==> src/rtl/snax_cgra_tcdm_bridge_if.sv <==
`default_nettype none
// ============================================================================
// Module   : snax_cgra_tcdm_bridge_if
// Brief    : CGRA-side and TCDM-side signal bundle of the CGRA/TCDM bridge.
// Revision : 1.0 - initial release
// ============================================================================
interface snax_cgra_tcdm_bridge_if #(
  parameter int NumChannels   = 4,
  parameter int CgraAddrWidth = 6,
  parameter int TCDMAddrWidth = 48,
  parameter int DataWidth     = 64,
  parameter int PayloadWidth  = 16
);
  logic [TCDMAddrWidth-1:0]                base_addr_i;
  logic [NumChannels-1:0]                  waddr_en_i;
  logic [NumChannels*CgraAddrWidth-1:0]    waddr_msg_i;
  logic [NumChannels-1:0]                  wdata_en_i;
  logic [NumChannels*(PayloadWidth+2)-1:0] wdata_msg_i;
  logic [NumChannels-1:0]                  w_rdy_o;
  logic [NumChannels-1:0]                  raddr_en_i;
  logic [NumChannels*CgraAddrWidth-1:0]    raddr_msg_i;
  logic [NumChannels-1:0]                  raddr_rdy_o;
  logic [NumChannels-1:0]                  rdata_en_o;
  logic [NumChannels*(PayloadWidth+2)-1:0] rdata_msg_o;
  logic [NumChannels-1:0]                  rdata_rdy_i;
  logic [NumChannels-1:0]                  tcdm_q_valid_o;
  logic [NumChannels-1:0]                  tcdm_q_write_o;
  logic [NumChannels*TCDMAddrWidth-1:0]    tcdm_q_addr_o;
  logic [NumChannels*DataWidth-1:0]        tcdm_q_data_o;
  logic [NumChannels*DataWidth/8-1:0]      tcdm_q_strb_o;
  logic [NumChannels-1:0]                  tcdm_q_ready_i;
  logic [NumChannels-1:0]                  tcdm_p_valid_i;
  logic [NumChannels*DataWidth-1:0]        tcdm_p_data_i;
  logic                                    busy_o;
  logic [NumChannels*32-1:0]               perf_stall_o;

  modport slave (
    input  base_addr_i, waddr_en_i, waddr_msg_i, wdata_en_i, wdata_msg_i,
    input  raddr_en_i, raddr_msg_i, rdata_rdy_i,
    input  tcdm_q_ready_i, tcdm_p_valid_i, tcdm_p_data_i,
    output w_rdy_o, raddr_rdy_o, rdata_en_o, rdata_msg_o,
    output tcdm_q_valid_o, tcdm_q_write_o, tcdm_q_addr_o, tcdm_q_data_o, tcdm_q_strb_o,
    output busy_o, perf_stall_o
  );

  modport master (
    output base_addr_i, waddr_en_i, waddr_msg_i, wdata_en_i, wdata_msg_i,
    output raddr_en_i, raddr_msg_i, rdata_rdy_i,
    output tcdm_q_ready_i, tcdm_p_valid_i, tcdm_p_data_i,
    input  w_rdy_o, raddr_rdy_o, rdata_en_o, rdata_msg_o,
    input  tcdm_q_valid_o, tcdm_q_write_o, tcdm_q_addr_o, tcdm_q_data_o, tcdm_q_strb_o,
    input  busy_o, perf_stall_o
  );
endinterface
`default_nettype wire

==> src/rtl/snax_cgra_tcdm_bridge.sv <==
`default_nettype none
// ============================================================================
// Module   : snax_cgra_tcdm_bridge
// Brief    : Per-channel bridge from CGRA memory ports to TCDM request/response
//            ports; optional stall counters via SNAX_CGRA_BRIDGE_PERF_EN.
// Revision : 1.0 - initial release
// ============================================================================
module snax_cgra_tcdm_bridge #(
  parameter int NumChannels   = 4,
  parameter int CgraAddrWidth = 6,
  parameter int TCDMAddrWidth = 48,
  parameter int DataWidth     = 64,
  parameter int PayloadWidth  = 16,
  parameter int RspDepth      = 2
) (
  input  logic                   clk_i,
  input  logic                   rst_i,
  snax_cgra_tcdm_bridge_if.slave bus
);
  localparam int MsgWidth  = PayloadWidth + 2;
  localparam int StrbWidth = DataWidth / 8;
  localparam int ByteOffs  = $clog2(DataWidth / 8);
  localparam int CntWidth  = $clog2(RspDepth + 1);
  localparam int PtrWidth  = (RspDepth > 1) ? $clog2(RspDepth) : 1;

  logic [NumChannels-1:0] ch_busy;

  function automatic logic [TCDMAddrWidth-1:0] tcdm_addr(
    input logic [TCDMAddrWidth-1:0] base,
    input logic [CgraAddrWidth-1:0] word_addr
  );
    logic [TCDMAddrWidth-1:0] ext;
    ext = TCDMAddrWidth'(word_addr);
    return base + (ext << ByteOffs);
  endfunction

  function automatic logic [PtrWidth-1:0] next_ptr(input logic [PtrWidth-1:0] ptr);
    return (ptr == PtrWidth'(RspDepth - 1)) ? '0 : ptr + PtrWidth'(1);
  endfunction

  for (genvar ch = 0; ch < NumChannels; ch++) begin : g_ch
    logic                     req_full;
    logic                     req_write;
    logic [TCDMAddrWidth-1:0] req_addr;
    logic [PayloadWidth-1:0]  req_payload;
    logic [CntWidth-1:0]      outstanding;
    logic [CntWidth-1:0]      fifo_cnt;
    logic [PtrWidth-1:0]      wr_ptr;
    logic [PtrWidth-1:0]      rd_ptr;
    logic [MsgWidth-1:0]      fifo_mem [RspDepth];
    logic [CntWidth:0]        in_flight;
    logic [CgraAddrWidth-1:0] waddr;
    logic [CgraAddrWidth-1:0] raddr;
    logic [MsgWidth-1:0]      wmsg;
    logic [DataWidth-1:0]     pdata;
    logic                     w_req, free, q_hs, credit_ok;
    logic                     w_acc, r_acc, push, pop;
    logic                     unused_bits;

    assign waddr = bus.waddr_msg_i[ch*CgraAddrWidth +: CgraAddrWidth];
    assign raddr = bus.raddr_msg_i[ch*CgraAddrWidth +: CgraAddrWidth];
    assign wmsg  = bus.wdata_msg_i[ch*MsgWidth +: MsgWidth];
    assign pdata = bus.tcdm_p_data_i[ch*DataWidth +: DataWidth];
    assign unused_bits = ^{pdata, wmsg[0]};

    // Reads are credited from CGRA acceptance, so a read parked in the
    // request register already reserves its FIFO slot.
    assign in_flight = {1'b0, outstanding} + {1'b0, fifo_cnt};
    assign credit_ok = in_flight < (CntWidth+1)'(RspDepth);

    assign q_hs  = req_full && bus.tcdm_q_ready_i[ch];
    assign free  = !req_full || q_hs;
    assign w_req = bus.waddr_en_i[ch] && bus.wdata_en_i[ch];
    assign w_acc = !rst_i && free && w_req;
    assign r_acc = !rst_i && free && !w_acc && credit_ok && bus.raddr_en_i[ch];
    assign push  = bus.tcdm_p_valid_i[ch] && (outstanding != '0);
    assign pop   = (fifo_cnt != '0) && bus.rdata_rdy_i[ch];

    always_ff @(posedge clk_i) begin
      if (rst_i) begin
        req_full    <= 1'b0;
        req_write   <= 1'b0;
        req_addr    <= '0;
        req_payload <= '0;
      end else if (w_acc && wmsg[1]) begin
        req_full    <= 1'b1;
        req_write   <= 1'b1;
        req_addr    <= tcdm_addr(bus.base_addr_i, waddr);
        req_payload <= wmsg[MsgWidth-1:2];
      end else if (r_acc) begin
        req_full    <= 1'b1;
        req_write   <= 1'b0;
        req_addr    <= tcdm_addr(bus.base_addr_i, raddr);
        req_payload <= '0;
      end else if (q_hs) begin
        req_full    <= 1'b0;
      end
    end

    always_ff @(posedge clk_i) begin
      if (rst_i) begin
        outstanding <= '0;
        fifo_cnt    <= '0;
        wr_ptr      <= '0;
        rd_ptr      <= '0;
      end else begin
        if (r_acc && !push)      outstanding <= outstanding + CntWidth'(1);
        else if (push && !r_acc) outstanding <= outstanding - CntWidth'(1);
        if (push && !pop)        fifo_cnt <= fifo_cnt + CntWidth'(1);
        else if (pop && !push)   fifo_cnt <= fifo_cnt - CntWidth'(1);
        if (push) wr_ptr <= next_ptr(wr_ptr);
        if (pop)  rd_ptr <= next_ptr(rd_ptr);
      end
    end

    always_ff @(posedge clk_i) begin
      if (push) fifo_mem[wr_ptr] <= {pdata[PayloadWidth-1:0], 1'b1, 1'b0};
    end

    assign bus.w_rdy_o[ch]        = w_acc;
    assign bus.raddr_rdy_o[ch]    = r_acc;
    assign bus.rdata_en_o[ch]     = (fifo_cnt != '0);
    assign bus.rdata_msg_o[ch*MsgWidth +: MsgWidth] = fifo_mem[rd_ptr];
    assign bus.tcdm_q_valid_o[ch] = req_full;
    assign bus.tcdm_q_write_o[ch] = req_write;
    assign bus.tcdm_q_addr_o[ch*TCDMAddrWidth +: TCDMAddrWidth] = req_addr;
    assign bus.tcdm_q_data_o[ch*DataWidth +: DataWidth]         = DataWidth'(req_payload);
    assign bus.tcdm_q_strb_o[ch*StrbWidth +: StrbWidth]         = {StrbWidth{req_write}};
    assign ch_busy[ch] = req_full || (outstanding != '0) || (fifo_cnt != '0);

`ifdef SNAX_CGRA_BRIDGE_PERF_EN
    logic [31:0] stall_cnt;
    always_ff @(posedge clk_i) begin
      if (rst_i) begin
        stall_cnt <= '0;
      end else if (req_full && !bus.tcdm_q_ready_i[ch] && (stall_cnt != '1)) begin
        stall_cnt <= stall_cnt + 32'd1;
      end
    end
    assign bus.perf_stall_o[ch*32 +: 32] = stall_cnt;
`else
    assign bus.perf_stall_o[ch*32 +: 32] = '0;
`endif
  end

  assign bus.busy_o = |ch_busy;
endmodule
`default_nettype wire

==> src/flat_wrapper.sv <==
// flat-port wrapper written by rule: the top's interface ports become plain ports
module snax_cgra_tcdm_bridge_flat 
#(
  parameter int NumChannels   = 4,
  parameter int CgraAddrWidth = 6,
  parameter int TCDMAddrWidth = 48,
  parameter int DataWidth     = 64,
  parameter int PayloadWidth  = 16,
  parameter int RspDepth      = 2
)
  (clk_i, rst_i, bus_base_addr_i, bus_waddr_en_i, bus_waddr_msg_i, bus_wdata_en_i, bus_wdata_msg_i, bus_raddr_en_i, bus_raddr_msg_i, bus_rdata_rdy_i, bus_tcdm_q_ready_i, bus_tcdm_p_valid_i, bus_tcdm_p_data_i, bus_w_rdy_o, bus_raddr_rdy_o, bus_rdata_en_o, bus_rdata_msg_o, bus_tcdm_q_valid_o, bus_tcdm_q_write_o, bus_tcdm_q_addr_o, bus_tcdm_q_data_o, bus_tcdm_q_strb_o, bus_busy_o, bus_perf_stall_o);
  snax_cgra_tcdm_bridge_if #(.NumChannels(NumChannels), .CgraAddrWidth(CgraAddrWidth), .TCDMAddrWidth(TCDMAddrWidth), .DataWidth(DataWidth), .PayloadWidth(PayloadWidth)) bus_i ();
  input  logic clk_i;
  input  logic rst_i;
  input wire logic [$bits(bus_i.base_addr_i)-1:0] bus_base_addr_i;
  input wire logic [$bits(bus_i.waddr_en_i)-1:0] bus_waddr_en_i;
  input wire logic [$bits(bus_i.waddr_msg_i)-1:0] bus_waddr_msg_i;
  input wire logic [$bits(bus_i.wdata_en_i)-1:0] bus_wdata_en_i;
  input wire logic [$bits(bus_i.wdata_msg_i)-1:0] bus_wdata_msg_i;
  input wire logic [$bits(bus_i.raddr_en_i)-1:0] bus_raddr_en_i;
  input wire logic [$bits(bus_i.raddr_msg_i)-1:0] bus_raddr_msg_i;
  input wire logic [$bits(bus_i.rdata_rdy_i)-1:0] bus_rdata_rdy_i;
  input wire logic [$bits(bus_i.tcdm_q_ready_i)-1:0] bus_tcdm_q_ready_i;
  input wire logic [$bits(bus_i.tcdm_p_valid_i)-1:0] bus_tcdm_p_valid_i;
  input wire logic [$bits(bus_i.tcdm_p_data_i)-1:0] bus_tcdm_p_data_i;
  output wire logic [$bits(bus_i.w_rdy_o)-1:0] bus_w_rdy_o;
  output wire logic [$bits(bus_i.raddr_rdy_o)-1:0] bus_raddr_rdy_o;
  output wire logic [$bits(bus_i.rdata_en_o)-1:0] bus_rdata_en_o;
  output wire logic [$bits(bus_i.rdata_msg_o)-1:0] bus_rdata_msg_o;
  output wire logic [$bits(bus_i.tcdm_q_valid_o)-1:0] bus_tcdm_q_valid_o;
  output wire logic [$bits(bus_i.tcdm_q_write_o)-1:0] bus_tcdm_q_write_o;
  output wire logic [$bits(bus_i.tcdm_q_addr_o)-1:0] bus_tcdm_q_addr_o;
  output wire logic [$bits(bus_i.tcdm_q_data_o)-1:0] bus_tcdm_q_data_o;
  output wire logic [$bits(bus_i.tcdm_q_strb_o)-1:0] bus_tcdm_q_strb_o;
  output wire logic [$bits(bus_i.busy_o)-1:0] bus_busy_o;
  output wire logic [$bits(bus_i.perf_stall_o)-1:0] bus_perf_stall_o;
  assign bus_i.base_addr_i = bus_base_addr_i;
  assign bus_i.waddr_en_i = bus_waddr_en_i;
  assign bus_i.waddr_msg_i = bus_waddr_msg_i;
  assign bus_i.wdata_en_i = bus_wdata_en_i;
  assign bus_i.wdata_msg_i = bus_wdata_msg_i;
  assign bus_i.raddr_en_i = bus_raddr_en_i;
  assign bus_i.raddr_msg_i = bus_raddr_msg_i;
  assign bus_i.rdata_rdy_i = bus_rdata_rdy_i;
  assign bus_i.tcdm_q_ready_i = bus_tcdm_q_ready_i;
  assign bus_i.tcdm_p_valid_i = bus_tcdm_p_valid_i;
  assign bus_i.tcdm_p_data_i = bus_tcdm_p_data_i;
  assign bus_w_rdy_o = bus_i.w_rdy_o;
  assign bus_raddr_rdy_o = bus_i.raddr_rdy_o;
  assign bus_rdata_en_o = bus_i.rdata_en_o;
  assign bus_rdata_msg_o = bus_i.rdata_msg_o;
  assign bus_tcdm_q_valid_o = bus_i.tcdm_q_valid_o;
  assign bus_tcdm_q_write_o = bus_i.tcdm_q_write_o;
  assign bus_tcdm_q_addr_o = bus_i.tcdm_q_addr_o;
  assign bus_tcdm_q_data_o = bus_i.tcdm_q_data_o;
  assign bus_tcdm_q_strb_o = bus_i.tcdm_q_strb_o;
  assign bus_busy_o = bus_i.busy_o;
  assign bus_perf_stall_o = bus_i.perf_stall_o;
  snax_cgra_tcdm_bridge #(.NumChannels(NumChannels), .CgraAddrWidth(CgraAddrWidth), .TCDMAddrWidth(TCDMAddrWidth), .DataWidth(DataWidth), .PayloadWidth(PayloadWidth), .RspDepth(RspDepth)) u_core (.clk_i(clk_i), .rst_i(rst_i), .bus(bus_i));
endmodule
==> config.mk <==
export PLATFORM = sky130hd
export DESIGN_NAME = snax_cgra_tcdm_bridge_flat
export DESIGN_NICKNAME = d
export VERILOG_FILES = /design/src/rtl/snax_cgra_tcdm_bridge_if.sv /design/src/rtl/snax_cgra_tcdm_bridge.sv /design/src/flat_wrapper.sv
export SDC_FILE = /design/constraint.sdc
export NUM_CORES = 1
export LEC_CHECK = 0
export ABC_AREA = 1
export BUFFER_PORTS_ARGS = -buffer_cell sky130_fd_sc_hd__buf_2
export CORE_AREA = 2 2 448 450
export CTS_BUF_LIST = sky130_fd_sc_hd__clkbuf_8 sky130_fd_sc_hd__clkbuf_16
export DETAILED_ROUTE_END_ITERATION = 7
export DIE_AREA = 0 0 450 452
export SLEW_MARGIN = 15
export SYNTH_ARGS = -nofsm -noshare
export SYNTH_HDL_FRONTEND = slang
export SYNTH_SLANG_ARGS = --single-unit
==> constraint.sdc <==
create_clock -name clk_i -period 8 [get_ports clk_i]
set_input_delay 1.6 -clock clk_i [delete_from_list [all_inputs] [get_ports clk_i]]
set_output_delay 1.6 -clock clk_i [all_outputs]
set_load 0.1 [all_outputs]
## Word level (Yosys, flattened, before mapping)

Memories as Yosys holds them, arrays and structs flattened. A register that Yosys moved wholly into a read port is not among the register bits.
Index checks and enable logic that the tools add are counted.

- Bitwise gates (word level): 0
- Reductions and logical operators: 114
- Eq/ne operators: 0
- Order comparisons: 4
- Shifts and indexed selects: 0
- Add/sub/neg operators: 36
- Multiplexer cells: 76
- Div/mod/pow operators: 0
- Multipliers: 0

Operator list:

| cell | number |
|---|---|
| $add A48 B9 Y48 | 8 |
| $mux W48 | 8 |
| $mux W16 | 8 |
| $logic_and A1 B1 Y1 | 56 |
| $mux W1 | 44 |
| $reduce_bool A2 Y1 | 20 |
| $mux W2 | 16 |
| $logic_not A1 Y1 | 21 |
| $add A2 B1 Y2 const B | 8 |
| $sub A2 B1 Y2 const B | 8 |
| $add A2 B2 Y3 | 4 |
| $logic_or A1 B1 Y1 | 12 |
| $lt A3 B2 Y1 const B | 4 |
| $reduce_bool A3 Y1 | 4 |
| $add A1 B1 Y1 const B | 8 |
| $reduce_or A4 Y1 | 1 |

- RAM bits: 128
- Register bits after elaboration: 288
- Memories kept: 4
- Latch bits: 0
- Logic and storage cells: 266
- Bits in read-only memories: 0
- Output and inout bits: 701
- Bits of input ports: 450

Memories:

| name | depth | bits a word | rd ports | clocked after Yosys merged registers in | write ports | line | text |
|---|---|---|---|---|---|---|---|
| u_core.g_ch[0].fifo_mem | 2 | 16 | 1 | 1 | 1 | snax_cgra_tcdm_bridge.sv:50 | `logic [MsgWidth-1:0] fifo_mem [RspDepth];` |
| u_core.g_ch[1].fifo_mem | 2 | 16 | 1 | 1 | 1 | snax_cgra_tcdm_bridge.sv:50 |  |
| u_core.g_ch[2].fifo_mem | 2 | 16 | 1 | 1 | 1 | snax_cgra_tcdm_bridge.sv:50 |  |
| u_core.g_ch[3].fifo_mem | 2 | 16 | 1 | 1 | 1 | snax_cgra_tcdm_bridge.sv:50 |  |

## Longest topological paths before layout

Gate-level depths: netlist (run 1).

- Word-level depth: 12
- Depth in mapped cells: 19
- Gate-level depth less buffers: 18

## Worst setup path after synthesis (run 1)

OpenSTA, ideal clock, no wires.

- Path kind: input -> output
- From: in rst_i
- To: out bus_w_rdy_o[0]
- Data required time: 6.400 ns
- Path buffers: 3
- Arrival: 2.699 ns
- Slack: 3.701 ns
- Stages: 4
- Path through: buf_6 > nor3_4 > clkbuf_1 > buf_4

- Longest elaborated chain between the ends: 3

RTL lines:

| what | line | text |
|---|---|---|
| start, declared | flat_wrapper.sv:14 | `input logic rst_i;` |
| $logic_not A1 Y1 | snax_cgra_tcdm_bridge.sv:74 | `assign w_acc = !rst_i && free && w_req;` |
| $logic_and A1 B1 Y1 (2 in series) | snax_cgra_tcdm_bridge.sv:74 |  |
| end, declared | flat_wrapper.sv:26 | `output wire logic [$bits(bus_i.w_rdy_o)-1:0] bus_w_rdy_o;` |

Every way passes these cells.

## Final worst setup path (run 1)

- From: in rst_i
- To: reg u_core.g_ch[0].req_addr[12]

- Longest elaborated chain between the ends: 8
- Elaborated cells between the ends (all ways): 10
- Classes of those cells: 1 x mux; 9 x reduce/logical

RTL lines:

| what | line | text |
|---|---|---|
| $logic_not A1 Y1 | snax_cgra_tcdm_bridge.sv:74, snax_cgra_tcdm_bridge.sv:75 |  |
| $logic_and A1 B1 Y1 | snax_cgra_tcdm_bridge.sv:74, snax_cgra_tcdm_bridge.sv:75 |  |
| $logic_and A1 B1 Y1 | snax_cgra_tcdm_bridge.sv:74 |  |
| $logic_not A1 Y1 | snax_cgra_tcdm_bridge.sv:75 | `assign r_acc = !rst_i && free && !w_acc && credit_ok && bus.raddr_en_i[ch];` |
| $logic_and A1 B1 Y1 (3 in series) | snax_cgra_tcdm_bridge.sv:75 |  |
| $reduce_bool A2 Y1 (no source line) | -- |  |
| end signal, assigned | snax_cgra_tcdm_bridge.sv:88 | `req_addr <= tcdm_addr(bus.base_addr_i, waddr);` |
| end signal, assigned | snax_cgra_tcdm_bridge.sv:93 | `req_addr <= tcdm_addr(bus.base_addr_i, raddr);` |
| end, declared | snax_cgra_tcdm_bridge.sv:44 | `logic [TCDMAddrWidth-1:0] req_addr;` |

Parallel ways exist; a longest one is shown, timed or not.
A chain may end at the register's enable or synchronous reset.

==> results of run 1 <==
## critical path, cell delays in order
cell and delay, ns:
buf_4 0.44, buf_4 0.59, nor3_4 0.12, nand2_4 0.24, mux2_2 0.38, ha_1 0.38
nand2_1 0.12, nor2_1 0.26, nand3_1 0.14, nand2_1 0.57, nand2_1 0.38, xor2_1 0.42
o21bai_1 0.10, inv_1 0.07
## worst max-delay path by stage
stage	start	end	slack, ns
4_1_cts	rst_i	u_core.g_ch[0].req_addr[12]$_SDFFE_PP0P_	2.67
2_1_floorplan	rst_i	bus_w_rdy_o[0]	3.70
5_1_grt	rst_i	u_core.g_ch[0].req_addr[30]$_SDFFE_PP0P_	2.55
3_3_place_gp	rst_i	u_core.g_ch[0].req_addr[12]$_SDFFE_PP0P_	1.93
6_report	rst_i	u_core.g_ch[0].req_addr[12]$_SDFFE_PP0P_	2.70
3_5_place_dp	rst_i	u_core.g_ch[0].req_addr[12]$_SDFFE_PP0P_	1.93
## registers in the layout, summed over array words and instances, names as in the netlist, named ones only
| name | cells |
|---|---|
| u_core.g_ch.wr_ptr | 4 |
| u_core.g_ch.fifo_cnt | 8 |
| u_core.g_ch.fifo_mem | 128 |
| u_core.g_ch.req_addr | 192 |
| u_core.g_ch.req_full | 4 |
| u_core.g_ch.req_payload | 64 |
| u_core.g_ch.rd_ptr | 4 |
| u_core.g_ch.req_write | 4 |
| u_core.g_ch.outstanding | 8 |
## routing by layer
metal	GRT usage, %	vias to the layer above	routed length, um
met5	0	-	96
met4	3.482	16	4078
met3	3.484	272	10740
met2	25.11	1121	74940
met1	13.86	10670	49630
li1	-	10550	-
## metrics by stage
stage / total power, uW / instances / instance area, um2 / hold WS (ns) / setup slack (ns)
CTS: 11130 / 6354 / 30890 / 0.4605 / 2.673
finish: 10930 / 6368 / 30920 / 0.4609 / 2.703
global route: 11410 / 6365 / 30910 / 0.4740 / 2.545
global placement: 8216 / 6244 / 28800 / 0.4481 / 1.930
floorplan: 7173 / 3435 / 25620 / 0.4476 / 3.701
detailed placement: 8244 / 6244 / 28800 / 0.4519 / 1.927
## where the power goes
part	internal [uW]	total [uW]	switching, uW
Clock	1650	2810	1160
Sequential	2580	2780	202
Combinational	757	5330	4580
Total	4990	10900	5940
## cell families (layout without fill, tap and decap cells)
family	count (synthesis)	in the layout	synth area share [%]
AO/OA/AOI/OAI	420	420	9.169
XOR/XNOR	45	45	1.615
adder cells (fa/ha/maj)	40	40	2.297
buffers and inverters	866	1129	19.91
flip-flops	420	420	39.71
multiplexers	85	85	3.923
other	2	342	0.03078
AND/OR/NAND/NOR	1231	1231	23.35
## placed cells by master (no fill, tap or decap), types with 29 or more instances in the layout
| cell | Yosys | final |
|---|---|---|
| nor2_1 | 163 | 163 |
| or2_2 | 36 | 36 |
| a21oi_1 | 150 | 150 |
| nand2_1 | 540 | 540 |
| ha_1 | 32 | 32 |
| clkbuf_16 | 0 | 58 |
| o21ai_0 | 202 | 202 |
| conb_1 | 2 | 328 |
| mux2_2 | 85 | 85 |
| edfxtp_1 | 128 | 128 |
| buf_2 | 36 | 625 |
| nand3_1 | 371 | 371 |
| xor2_1 | 34 | 34 |
| o21bai_1 | 29 | 29 |
| inv_1 | 356 | 363 |
| dfxtp_1 | 292 | 292 |
| nand4_1 | 50 | 50 |
## Yosys cell counts (8+ instances only)
cell / count
o21ai_0: 202
nor2_4: 11
inv_1: 356
or2_2: 36
inv_2: 10
edfxtp_1: 128
buf_2: 36
dfxtp_1: 292
nor2_2: 13
nand2_4: 9
nand2_1: 540
ha_1: 32
nand2_2: 20
fa_1: 8
buf_4: 402
nand3_1: 371
o21ai_1: 18
nor2_1: 163
nand4_1: 50
mux2_2: 85
clkbuf_1: 47
o211ai_1: 12
xnor2_1: 11
a21oi_1: 150
xor2_1: 34
o21bai_1: 29
## cell type report
class                      count  area [um2]
inverter                     371        1400
tap                         2656        3323
timing repair buffer         648        3301
clock inverter                44       524.3
clock buffer                  66        1562
sequential                   420        9689
fill                       22630      167700
antenna                       14       35.03
multi-input combinational   2149       11090
==> results.toml, run 1 <==
[synth]
synth-seq-area-share_pct = 39.71
syn-mean-instance-area_um2 = 7.848
yosysUniqueCellTypes = 45
synthCells = 3109
synth_largest_area_cell = "dfxtp_1"
synth_area_um2 = 24400
synth_top_area_share_pct = 23.96
ys.warnings.count = 0
synthArstFlopShare_pct = 0
synth_area_leaders = "dfxtp_1 (24%), edfxtp_1 (16%), buf_4 (12%)"
synth_edf_count = 128
ys_seq_elements = 420
synth_top_flop_cell = "dfxtp_1"

[floorplanning]
die_h_um = 452
start_util_pct = 12.28
rows = 164
ios = 1151
die_w_um = 450
core_area_um2 = 198600
die-area_um2 = 203400

[sta]
slew_headroom_pct = 28.70
finalSetupTns_ns = 0
final.setup_skew_ns = 0.06061
min_period_over_period_pct = 66.22
final_max_slew_viol_count = 0
setup_viol = 0
period_minus_slack_ns = 5.297
fmax_ghz = 0.1888
worst_pin_slew_ns = 1.069
final_hold_viol_count = 0
rsz0062_at_grt = "false"

[power_and_ir_drop]
power.density_nw_per_um2 = 353.4
ir_drop_uv = 217.9
p_leak_uw = 0.01471

[cts]
clock_latency_ns = 0.70
cts_resized = 0
cts-buffers-inserted = 58
htree_levels = 2
post_cts_buffers = 0
cts_hold_buffers = 0
clk_pin_slew_ns = 0.07
cts.path.max_buffers = 3
numClockSinks = 420
tritoncts = "built"
clock_tree.root_cell = "clkbuf_16"

[finish]
areaGrowthSynthToFinish_pct = 26.73
fin_util_pct = 15.57
layout.nets = 4138
drive_above_1_share_pct = 25.69

[global_routing]
grt_use_total_pct = 13.06
antenna_found_initial = 94
grt_first_pass_wirelength_mm = 180.3
grt-ovfl-total = 0
grt_start_max_net_pins = 98
grt_pass1_vias = 20220

[setup_path]
r2r_setup_slack_ns = 3.84
worstPathMaxFanout = 48
r2r_end = "u_core.g_ch[2].req_addr[40]$_SDFFE_PP0P_"
worstSetupStartpointType = "input port"
critPathCaptureType = "flip-flop"
cp.arrival_ns = 5.93
critPathKind = "input port to flip-flop"
r2r_cells = 16
r2r-start = "u_core.g_ch[2].req_full$_SDFFE_PP0P_"
cp.required_ns = 8.63

[placement]
dp_hpwl_mm = 115.9
portBuffers = 626
gp_congestion = 0.9304

[outcome]
status = "complete, no violations"

[flow_run]
maxCapViolCount = 0

[route]
drt-wirelength-per-cell_um = 21.90
wirelength_mm = 139.5
drt-initial-drc-count = 1770
dr.pass1.iters = 6
num_vias = 22620
vias_per_cell = 3.553
postRouteAntennaNets = 0
drcViolationCount = 0

[hold_path]
min_to = "u_core.g_ch[3].req_payload[8]$_SDFFE_PP0P_"
hold_class = "flip-flop to flip-flop"
hold_depth = 2
min_from = "u_core.g_ch[3].req_payload[8]$_SDFFE_PP0P_"
No activity file was read; power rests on OpenSTA's default activity.
==> inputs of run 2 (changes only) <==
==> constraint.sdc (replaced) <==
create_clock -name clk_i -period 5.1 [get_ports clk_i]
set_input_delay 1.02 -clock clk_i [delete_from_list [all_inputs] [get_ports clk_i]]
set_output_delay 1.02 -clock clk_i [all_outputs]
set_load 0.1 [all_outputs]
==> run 2 against run 1 <==
Clock power is 50% higher. Routed wire length up 0.26%. Die area stayed put. Count of clock-buffer cells in the layout shrank 2. First-iteration DRC count rose by 5.6%. Critical endpoint is now u_core.g_ch[2].req_addr[21]$_SDFFE_PP0P_. Highest routed layer unchanged.
==> results.toml, run 2 (synthesis results as in run 1) <==
[outcome]
status = "complete, no violations"

[cts]
clock_latency_ns = 0.69
clock_tree.root_cell = "clkbuf_16"
htree_levels = 2
post_cts_buffers = 0
cts.path.max_buffers = 3
numClockSinks = 420
cts_hold_buffers = 0
cts-buffers-inserted = 55
cts_resized = 0
clk_pin_slew_ns = 0.06
tritoncts = "built"

[setup_path]
worstSetupStartpointType = "input port"
slowest_stage = "nor2_1"
r2r_setup_slack_ns = 1.32
r2r_cells = 14
path_cells = "buf_2 > nor2_1 > nor3_4 > nand2_4 > mux2_2 > ha_1 > nand2_1 > nand2_1 > nor2_1 > o21ai_1 > buf_4 > nand3_1 > nand2_1 > nand2_1 > a21oi_1"
cp.arrival_ns = 4.39
worstPathMaxFanout = 9
critPathKind = "input port to flip-flop"
max_stage_delay_ns = 0.59
critPathCaptureType = "flip-flop"
r2r-start = "u_core.g_ch[1].req_full$_SDFFE_PP0P_"
crit_top_cell = "nand2_1"
r2r_end = "u_core.g_ch[1].req_addr[12]$_SDFFE_PP0P_"
cp.required_ns = 5.65

[sta]
rsz0062_at_grt = "false"
final.setup_skew_ns = 0.02943
period_minus_slack_ns = 3.838
slew_headroom_pct = 35.99
final_max_slew_viol_count = 0
min_period_over_period_pct = 75.25
setup_viol = 0
worst_pin_slew_ns = 0.9601
whs_ns = 0.4599
finalSetupTns_ns = 0
fmax_ghz = 0.2606
final_hold_viol_count = 0

[placement]
dp_cells = 6261
portBuffers = 626
gp_congestion = 0.9304
dp_hpwl_mm = 116.2

[power_and_ir_drop]
power.density_nw_per_um2 = 548.7
p_total_uw = 16980
p_leak_uw = 0.01475
ir_drop_uv = 350.2

[route]
drt-wirelength-per-cell_um = 21.91
dr.pass1.iters = 7
drcViolationCount = 0
drt-initial-drc-count = 1870
wirelength_mm = 139.9
num_vias = 22590
postRouteAntennaNets = 0
vias_per_cell = 3.539

[finish]
mostFrequentLayoutCell = "buf_2"
final_cell_mix = "buf_2 (625), nand2_1 (540), nand3_1 (371)"
drive_above_1_share_pct = 25.82
layout.nets = 4152
finalNonFillerCells = 6383
fin_util_pct = 15.58
largest_register = "u_core.g_ch.req_addr"
top_regs = "u_core.g_ch.req_addr: 192 flops, u_core.g_ch.fifo_mem: 128 flops, u_core.g_ch.req_payload: 64 flops"
largest_reg_flops = 192
areaGrowthSynthToFinish_pct = 26.86

[hold_path]
hold_class = "flip-flop to flip-flop"
min_from = "u_core.g_ch[1].req_payload[12]$_SDFFE_PP0P_"
hold_depth = 2
min_to = "u_core.g_ch[1].req_payload[12]$_SDFFE_PP0P_"

[floorplanning]
die_w_um = 450
start_util_pct = 12.28
core_area_um2 = 198600
ios = 1151
die_h_um = 452
die-area_um2 = 203400
rows = 164

[global_routing]
grt_start_max_net_pins = 105
antenna_found_initial = 95
grt_first_pass_wirelength_mm = 179.9
grt_use_total_pct = 13.05
grt-ovfl-total = 0
grt_pass1_vias = 20030

[flow_run]
maxCapViolCount = 0
==> run 2: changes by cell type in the layout (fill, tap and decap cells not counted), moves of 2 or more <==
cell,before,now
inv_4,1,3
diode_2,14,20
buf_12,0,3
buf_4,23,37
inv_8,3,0
inv_6,8,3
inv_1,363,366
clkbuf_16,58,56
==> run 2: cell type report <==
class | instances | area (um2)
diodes | 20 | 50.05
repair buffers | 665 | 3466
multi-input cells | 2149 | 11090
inverters | 371 | 1400
fillers | 22720 | 167700
flip-flops and latches | 420 | 9689
well taps | 2656 | 3323
clock buffers | 64 | 1511
clock inverters | 38 | 425.4
==> run 2: worst max-delay path by stage <==
stage,slack [ns],from,end,cells after the start
after floorplan,1.55,rst_i,u_core.g_ch[2].req_addr[23]$_SDFFE_PP0P_,18
after global placement,0.58,bus_tcdm_q_ready_i[2],u_core.g_ch[2].req_addr[21]$_SDFFE_PP0P_,15
after detailed placement,0.56,bus_tcdm_q_ready_i[2],u_core.g_ch[2].req_addr[21]$_SDFFE_PP0P_,15
after CTS,1.18,u_core.g_ch[0].outstanding[0]$_SDFFE_PP0P_,bus_raddr_rdy_o[0],7
after global routing,1.08,u_core.g_ch[2].req_full$_SDFFE_PP0P_,u_core.g_ch[2].req_addr[28]$_SDFFE_PP0P_,15
final,1.26,bus_tcdm_q_ready_i[2],u_core.g_ch[2].req_addr[21]$_SDFFE_PP0P_,15
==> run 2: metrics by stage <==
stage / instance area [um2] / setup WS, ns
final: 30950 / 1.262
after global routing: 30920 / 1.082
after detailed placement: 28970 / 0.5636
after floorplan: 25620 / 1.554
after CTS: 30900 / 1.181
after global placement: 28970 / 0.5770
==> run 2: per-layer routing <==
layer  GRT usage, %  vias to the layer above  part of all wire (%)
li1               -                    10570                     -
met1          13.96                    10600                    35
met2          25.12                     1166                    54
met3          3.449                      245                   8.1
met4          3.177                        8                   2.7
met5              0                        -                 0.033
==> run 2: worst max-delay path: cells and delay by family <==
| family | cells | cell delay, ns |
|---|---|---|
| compound gates | 2 | 0.35 |
| fa+ha+maj | 1 | 0.36 |
| buf+inv | 2 | 0.36 |
| mux | 1 | 0.44 |
| simple gates | 9 | 1.81 |
==> run 2: power by group <==
| part | switching [uW] | total [uW] | internal (uW) |
|---|---|---|---|
| Clock | 1740 | 4220 | 2480 |
| Combinational | 7180 | 8400 | 1220 |
| Sequential | 319 | 4360 | 4040 |
| Total | 9250 | 17000 | 7740 |
